==> config.mk <==
export PLATFORM = sky130hd
export DESIGN_NAME = trade_sequencer_flat
export DESIGN_NICKNAME = d
export VERILOG_FILES = /design/src/rtl/trade_sequencer_if.sv /design/src/rtl/trade_sequencer.sv /design/src/flat_wrapper.sv
export SDC_FILE = /design/constraint.sdc
export NUM_CORES = 1
export LEC_CHECK = 0
export ABC_AREA = 1
export BUFFER_PORTS_ARGS = -buffer_cell sky130_fd_sc_hd__buf_2
export CORE_MARGIN = 3
export CORE_UTILIZATION = 58
export CTS_BUF_LIST = sky130_fd_sc_hd__clkbuf_2 sky130_fd_sc_hd__clkbuf_4 sky130_fd_sc_hd__clkbuf_8
export CTS_CLUSTER_DIAMETER = 100
export DETAILED_ROUTE_END_ITERATION = 8
export GPL_ROUTABILITY_DRIVEN = 1
export PLACE_DENSITY = 0.83
export RECOVER_POWER = 50
export SETUP_SLACK_MARGIN = 0.15
export SYNTH_ARGS = -nofsm -noshare
export SYNTH_HDL_FRONTEND = slang
export SYNTH_SLANG_ARGS = --single-unit
export TNS_END_PERCENT = 5
==> constraint.sdc <==
create_clock -name clk -period 4.8 [get_ports clk]
set_clock_uncertainty 0.05 [all_clocks]
set_input_delay 0.96 -clock clk [delete_from_list [all_inputs] [get_ports clk]]
set_output_delay 0.96 -clock clk [all_outputs]
set_load 0.02 [all_outputs]
==> src/rtl/trade_sequencer_if.sv <==
// trade_sequencer_if: control, input-beat and order-stream signals of the trade sequencer
interface trade_sequencer_if;
  logic        enable;
  logic        kill_clear;
  logic        in_valid;
  logic        in_ready;
  logic [31:0] signal_in;
  logic        allow_trade_in;
  logic        kill_in;
  logic        ord_valid;
  logic        ord_ready;
  logic        ord_side;
  logic [31:0] ord_strength;
  logic [1:0]  state_out;
  logic        halted;
  logic [15:0] drop_count;
  modport slave (
    input  enable, kill_clear, in_valid, signal_in, allow_trade_in, kill_in, ord_ready,
    output in_ready, ord_valid, ord_side, ord_strength, state_out, halted, drop_count
  );
  modport master (
    output enable, kill_clear, in_valid, signal_in, allow_trade_in, kill_in, ord_ready,
    input  in_ready, ord_valid, ord_side, ord_strength, state_out, halted, drop_count
  );
endinterface

==> src/rtl/trade_sequencer.sv <==
// trade_sequencer: turns qualifying signal beats into rate-limited orders with cooldown and kill halt
module trade_sequencer #(
  parameter logic signed [31:0] THRESH = 32'sh0000_8000,
  parameter int COOLDOWN_CYC = 8,
  parameter int MAX_ORDERS = 4,
  parameter int REFILL_CYC = 16
) (
  input logic clk,
  input logic rst_n,
  trade_sequencer_if.slave bus
);
  typedef enum logic [1:0] {IDLE, ARMED, COOLDOWN, HALTED} state_t;
  state_t      r_state, w_next;
  logic [3:0]  r_tokens;
  logic [15:0] r_refill;
  logic [7:0]  r_cd;
  logic        r_ord_valid;
  logic        r_ord_side;
  logic [31:0] r_ord_strength;
  logic [15:0] r_drop;
  logic [31:0] w_abs;
  logic        w_acc, w_kill, w_qual, w_issue, w_drop, w_pop, w_refill;
  assign w_abs = bus.signal_in == 32'h8000_0000 ? 32'h7FFF_FFFF :
                 bus.signal_in[31] ? -bus.signal_in : bus.signal_in;
  assign w_qual = bus.allow_trade_in && !bus.kill_in && $signed(w_abs) > THRESH;
  // Backpressure only while an unpopped order would be overwritten
  assign bus.in_ready = !rst_n || r_state != ARMED || !r_ord_valid || bus.ord_ready;
  assign w_acc = bus.in_valid && bus.in_ready;
  assign w_kill = w_acc && bus.kill_in;
  assign w_pop = r_ord_valid && bus.ord_ready;
  assign w_issue = r_state == ARMED && bus.enable && w_acc && w_qual && r_tokens != 4'd0;
  assign w_drop = r_state == ARMED && bus.enable && w_acc && w_qual && r_tokens == 4'd0;
  assign w_refill = r_state != HALTED && r_refill == 16'(REFILL_CYC - 1);
  always_comb begin
    w_next = r_state;
    unique case (r_state)
      IDLE:     w_next = bus.enable ? ARMED : IDLE;
      ARMED:    w_next = w_kill ? HALTED : !bus.enable ? IDLE : w_issue ? COOLDOWN : ARMED;
      COOLDOWN: w_next = w_kill ? HALTED : !bus.enable ? IDLE : r_cd <= 8'd1 ? ARMED : COOLDOWN;
      HALTED:   w_next = bus.kill_clear && !w_kill ? IDLE : HALTED;
    endcase
  end
  always_ff @(posedge clk) begin
    if (!rst_n) begin
      r_state        <= IDLE;
      r_ord_valid    <= 1'b0;
      r_ord_side     <= 1'b0;
      r_ord_strength <= '0;
      r_tokens       <= 4'(MAX_ORDERS);
      r_refill       <= '0;
      r_cd           <= '0;
      r_drop         <= '0;
    end else begin
      r_state <= w_next;
      r_cd <= w_issue ? 8'(COOLDOWN_CYC) : r_state == COOLDOWN && r_cd != 8'd0 ? r_cd - 8'd1 : r_cd;
      if (w_next == HALTED) r_ord_valid <= 1'b0;
      else if (w_issue) begin
        r_ord_valid    <= 1'b1;
        r_ord_side     <= !bus.signal_in[31];
        r_ord_strength <= w_abs;
      end else if (w_pop) r_ord_valid <= 1'b0;
      if (r_state != HALTED) r_refill <= w_refill ? 16'd0 : r_refill + 16'd1;
      if (w_refill && !w_issue) r_tokens <= r_tokens == 4'(MAX_ORDERS) ? r_tokens : r_tokens + 4'd1;
      else if (w_issue && !w_refill) r_tokens <= r_tokens - 4'd1;
      if (w_drop && r_drop != 16'hFFFF) r_drop <= r_drop + 16'd1;
    end
  end
  assign bus.ord_valid    = r_ord_valid;
  assign bus.ord_side     = r_ord_side;
  assign bus.ord_strength = r_ord_strength;
  assign bus.state_out    = r_state;
  assign bus.halted       = r_state == HALTED;
  assign bus.drop_count   = r_drop;
endmodule

==> src/flat_wrapper.sv <==
// flat-port wrapper written by rule: the top's interface ports become plain ports
module trade_sequencer_flat 
#(
  parameter logic signed [31:0] THRESH = 32'sh0000_8000,
  parameter int COOLDOWN_CYC = 8,
  parameter int MAX_ORDERS = 4,
  parameter int REFILL_CYC = 16
)
  (clk, rst_n, bus_enable, bus_kill_clear, bus_in_valid, bus_signal_in, bus_allow_trade_in, bus_kill_in, bus_ord_ready, bus_in_ready, bus_ord_valid, bus_ord_side, bus_ord_strength, bus_state_out, bus_halted, bus_drop_count);
  trade_sequencer_if bus_i ();
  input logic clk;
  input logic rst_n;
  input wire logic [$bits(bus_i.enable)-1:0] bus_enable;
  input wire logic [$bits(bus_i.kill_clear)-1:0] bus_kill_clear;
  input wire logic [$bits(bus_i.in_valid)-1:0] bus_in_valid;
  input wire logic [$bits(bus_i.signal_in)-1:0] bus_signal_in;
  input wire logic [$bits(bus_i.allow_trade_in)-1:0] bus_allow_trade_in;
  input wire logic [$bits(bus_i.kill_in)-1:0] bus_kill_in;
  input wire logic [$bits(bus_i.ord_ready)-1:0] bus_ord_ready;
  output wire logic [$bits(bus_i.in_ready)-1:0] bus_in_ready;
  output wire logic [$bits(bus_i.ord_valid)-1:0] bus_ord_valid;
  output wire logic [$bits(bus_i.ord_side)-1:0] bus_ord_side;
  output wire logic [$bits(bus_i.ord_strength)-1:0] bus_ord_strength;
  output wire logic [$bits(bus_i.state_out)-1:0] bus_state_out;
  output wire logic [$bits(bus_i.halted)-1:0] bus_halted;
  output wire logic [$bits(bus_i.drop_count)-1:0] bus_drop_count;
  assign bus_i.enable = bus_enable;
  assign bus_i.kill_clear = bus_kill_clear;
  assign bus_i.in_valid = bus_in_valid;
  assign bus_i.signal_in = bus_signal_in;
  assign bus_i.allow_trade_in = bus_allow_trade_in;
  assign bus_i.kill_in = bus_kill_in;
  assign bus_i.ord_ready = bus_ord_ready;
  assign bus_in_ready = bus_i.in_ready;
  assign bus_ord_valid = bus_i.ord_valid;
  assign bus_ord_side = bus_i.ord_side;
  assign bus_ord_strength = bus_i.ord_strength;
  assign bus_state_out = bus_i.state_out;
  assign bus_halted = bus_i.halted;
  assign bus_drop_count = bus_i.drop_count;
  trade_sequencer #(.THRESH(THRESH), .COOLDOWN_CYC(COOLDOWN_CYC), .MAX_ORDERS(MAX_ORDERS), .REFILL_CYC(REFILL_CYC)) u_core (.clk(clk), .rst_n(rst_n), .bus(bus_i));
endmodule
==> flow_metrics.env <==
export IMPL_grt_pass1_vias=4745
export IMPL_synth_cell_types=40
export IMPL_antenna_found_initial=0
export IMPL_syn_area_um2=5040
export IMPL_p_leak_nw=2.35
export IMPL_maxSlewHeadroom_pct=-10.2
export IMPL_hold_class="reg -> reg"
export IMPL_path_common_cell="nand2_1"
export IMPL_synth_ff_type="dfxtp_1"
export IMPL_clock_path_buffers=2
export IMPL_avgRoutedWirePerCell_um=13.0
export IMPL_overflow=0
export IMPL_h_tree_depth=3
export IMPL_cp_max_fo=22
export IMPL_clk_pin_slew_ps=80
export IMPL_firstDrtPassIters=5
export IMPL_met3_usage_pct=5.89
export IMPL_clock_power_share_pct=34.8
export IMPL_grt_start_max_net_pins=33
export IMPL_power_frac_seq_pct=53.0
export IMPL_ys_seq_elements=80
export IMPL_area_growth_pct=12.4
export IMPL_cts_post_setup_buffers_inserted=0
export IMPL_met1_usage_pct=34.5
export IMPL_cap_violations=1
export IMPL_dp_hpwl_um=9980
export IMPL_clk_latency_ps=350
export IMPL_die_area_um2=9840
export IMPL_failed_checks="max-capacitance violations, max-slew violations"
export IMPL_cp_data_arrival_time_ps=3950
export IMPL_power_switching_uw=351
export IMPL_synth_edf_count=0
export IMPL_fmax_ghz=0.267
export IMPL_gr_max_usage_layer="met2"
export IMPL_post_cts_resized=0
export IMPL_detail_route_antenna_nets=0
export IMPL_hold_viol_final=0
export IMPL_hold_buffers=0
export IMPL_worst_pin_slew_ps=1650
export IMPL_portBuffers=93
export IMPL_synth_avg_cell_area_um2=6.38
export IMPL_async_flop_share_pct=0
export IMPL_cpPeakStageDelay_ps=370
export IMPL_ys_warn_count=0
export IMPL_finalSetupViolCount=0
export IMPL_via_per_inst=5.45
export IMPL_gp_congestion=0.953
export IMPL_combPwrFrac_pct=12.2
export IMPL_ir_worst_vdd_mv=0.158
export IMPL_vias=5378
export IMPL_path_class="in -> reg"
export IMPL_switching_share_pct=27.4
export IMPL_synthesis_nets=838
export IMPL_p_int_uw=929
export IMPL_drive_gt1_share_pct=11.9
export IMPL_die_x_um=99.2
export IMPL_crit_slowest_cell="ha_1"
export IMPL_grt_use_met2_pct=42.9
export IMPL_tns_ps=0
export IMPL_final_period_utilization_pct=78.0
export IMPL_drt_wl_total_um=12800
export IMPL_root_buffer="clkbuf_8"
export IMPL_cp_required_ps=5000
export IMPL_cts_sinks=80
export IMPL_synth_yosys_seq_area_share_pct=31.8
export IMPL_grt_pass1_wl_um=21300
export IMPL_drc_errors=0
export IMPL_critPathLaunchType="input pin"
export IMPL_fin_crit_ps=3750
export IMPL_end_kind="register"
export IMPL_die_h_um=99.2
export IMPL_cts_tree="yes"
export IMPL_drv_slew=33
export IMPL_syn_inst=790
export IMPL_grt_setup_unrepaired="no"
export IMPL_diodes=0
export IMPL_nNetsFinal=925
export IMPL_num_rows=33
export IMPL_grt_total_usage_pct=26.1
export IMPL_crit_chain="buf_2, inv_1, ha_1, nand2_2, nor2_4, nand2_2, nor2_4, nand2_2, nand3_1, nor2_1, nand2_1, nor2_1, nand3_2, nand3_2, nand2_1, ha_1, nand2_1, nand2_1, a31oi_1, nand3_1, a21oi_1, nor2_1"
export IMPL_core_area_um2=8340
export IMPL_numCtsBuffers=9
export IMPL_initial_utilization_pct=60.4
export IMPL_num_io_pins=94
export IMPL_pwr_density_cell_nw_per_um2=226
export IMPL_status="finished, violations left"
export IMPL_fin_util_pct=67.9
export IMPL_drt_iter0_drc=314
[final cells by class]
| cell class | count | area (um2) |
|---|---|---|
| fillers | 771 | 2680 |
| clock inverters | 5 | 32.5 |
| multi-input cells | 597 | 2970 |
| flip-flops and latches | 80 | 1600 |
| well taps | 105 | 131 |
| clock buffers | 11 | 145 |
| inverters | 90 | 338 |
| repair buffers | 99 | 439 |
[through the flow]
step | cells | cell area, um2 | setup slack, ps | power (mW) | hold WS, ps
6_report | 987 | 5660 | 1050 | 1.28 | 405
5_1_grt | 987 | 5660 | 805 | 1.34 | 427
4_1_cts | 987 | 5730 | 1120 | 1.29 | 405
3_5_place_dp | 971 | 5560 | 746 | 0.849 | 394
3_3_place_gp | 971 | 5560 | 890 | 0.846 | 385
2_1_floorplan | 790 | 5040 | 1150 | 0.796 | 374
[registers in the layout, indices dropped and copies added (netlist names)]
signal	cells
u_core.bus.ord_strength	32
u_core.bus.drop_count	16
u_core.r_refill	16
u_core.r_cd	8
u_core.r_tokens	4
u_core.bus.state_out	2
u_core.bus.ord_side	1
u_core.bus.ord_valid	1
[layout by cell type, fill, tap and decap left out, types with 4 or more instances in the layout]
master    netlist  final
buf_2           7     39
nor2_1        101    101
inv_1          86     86
ha_1            7      7
a21oi_2        10     10
buf_4           2      5
nor2_2          7      7
dfxtp_1        80     80
nor2_4          4      4
a21oi_1        44     44
clkbuf_1        8     55
nand4_1        13     13
nand2_2        15     15
nor3_1         20     20
nand3b_1        6      6
a31oi_1        12     12
nand2_1       201    201
o21ai_0        38     38
nand3_1        68     68
nor4_1          9      9
inv_2           4      4
clkbuf_8        0     10
xnor2_1         7      7
xor2_1         16     16
[worst max-delay path: cells and delay by family]
family | cells | cell delay, ps
buf+inv | 2 | 150
simple gates | 16 | 1840
compound gates | 2 | 390
fa+ha+maj | 2 | 610
[worst paths after layout]
check	from	slack, ps	depth (start not counted)	to
min reg2reg	u_core.r_refill[15]$_SDFFE_PN0N_	410	1	u_core.r_refill[15]$_SDFFE_PN0N_
max reg2reg	u_core.bus.state_out[1]$_SDFF_PN0_	1670	13	u_core.r_tokens[3]$_SDFFE_PN0P_
max	bus_signal_in[0]	1050	22	u_core.r_tokens[3]$_SDFFE_PN0P_
min	u_core.r_refill[15]$_SDFFE_PN0N_	410	1	u_core.r_refill[15]$_SDFFE_PN0N_
[kinds of logic after synthesis]
family	share of synthesized area (%)
flops	31.8
buf+inv	9.19
compound gates	13.0
simple gates	39.9
xor+xnor	4.00
fa+ha+maj	2.14
[Yosys cell counts, drive strengths merged (6+ instances only)]
library cell / instances / area, um2
nor3: 22 / 126
xor2: 16 / 140
nor4: 9 / 56.3
nand2: 216 / 848
a21oi: 54 / 308
dfxtp: 80 / 1600
nor2: 112 / 468
nand3b: 6 / 45.0
xnor2: 7 / 61.3
nand3: 71 / 370
ha: 7 / 87.6
buf: 15 / 95.1
inv: 90 / 338
o21ai: 39 / 195
a31oi: 12 / 75.1
nand4: 13 / 81.3
clkbuf: 8 / 30.0
[power by group through the flow]
| stage | clock (mW) | sequential [mW] | combinational, mW |
|---|---|---|---|
| global route | 0.484 | 0.679 | 0.176 |
| global placement | 0 | 0.693 | 0.153 |
| floorplan | 0 | 0.698 | 0.0978 |
| CTS | 0.455 | 0.678 | 0.157 |
| detailed placement | 0 | 0.693 | 0.156 |
| finish | 0.446 | 0.678 | 0.156 |
[routing by layer]
metal,routed length (um),share of wire (%)
met5,0,0
met4,212,1.7
met3,863,6.7
met2,5990,47
met1,5780,45
No activity file was read; power rests on OpenSTA's default activity.
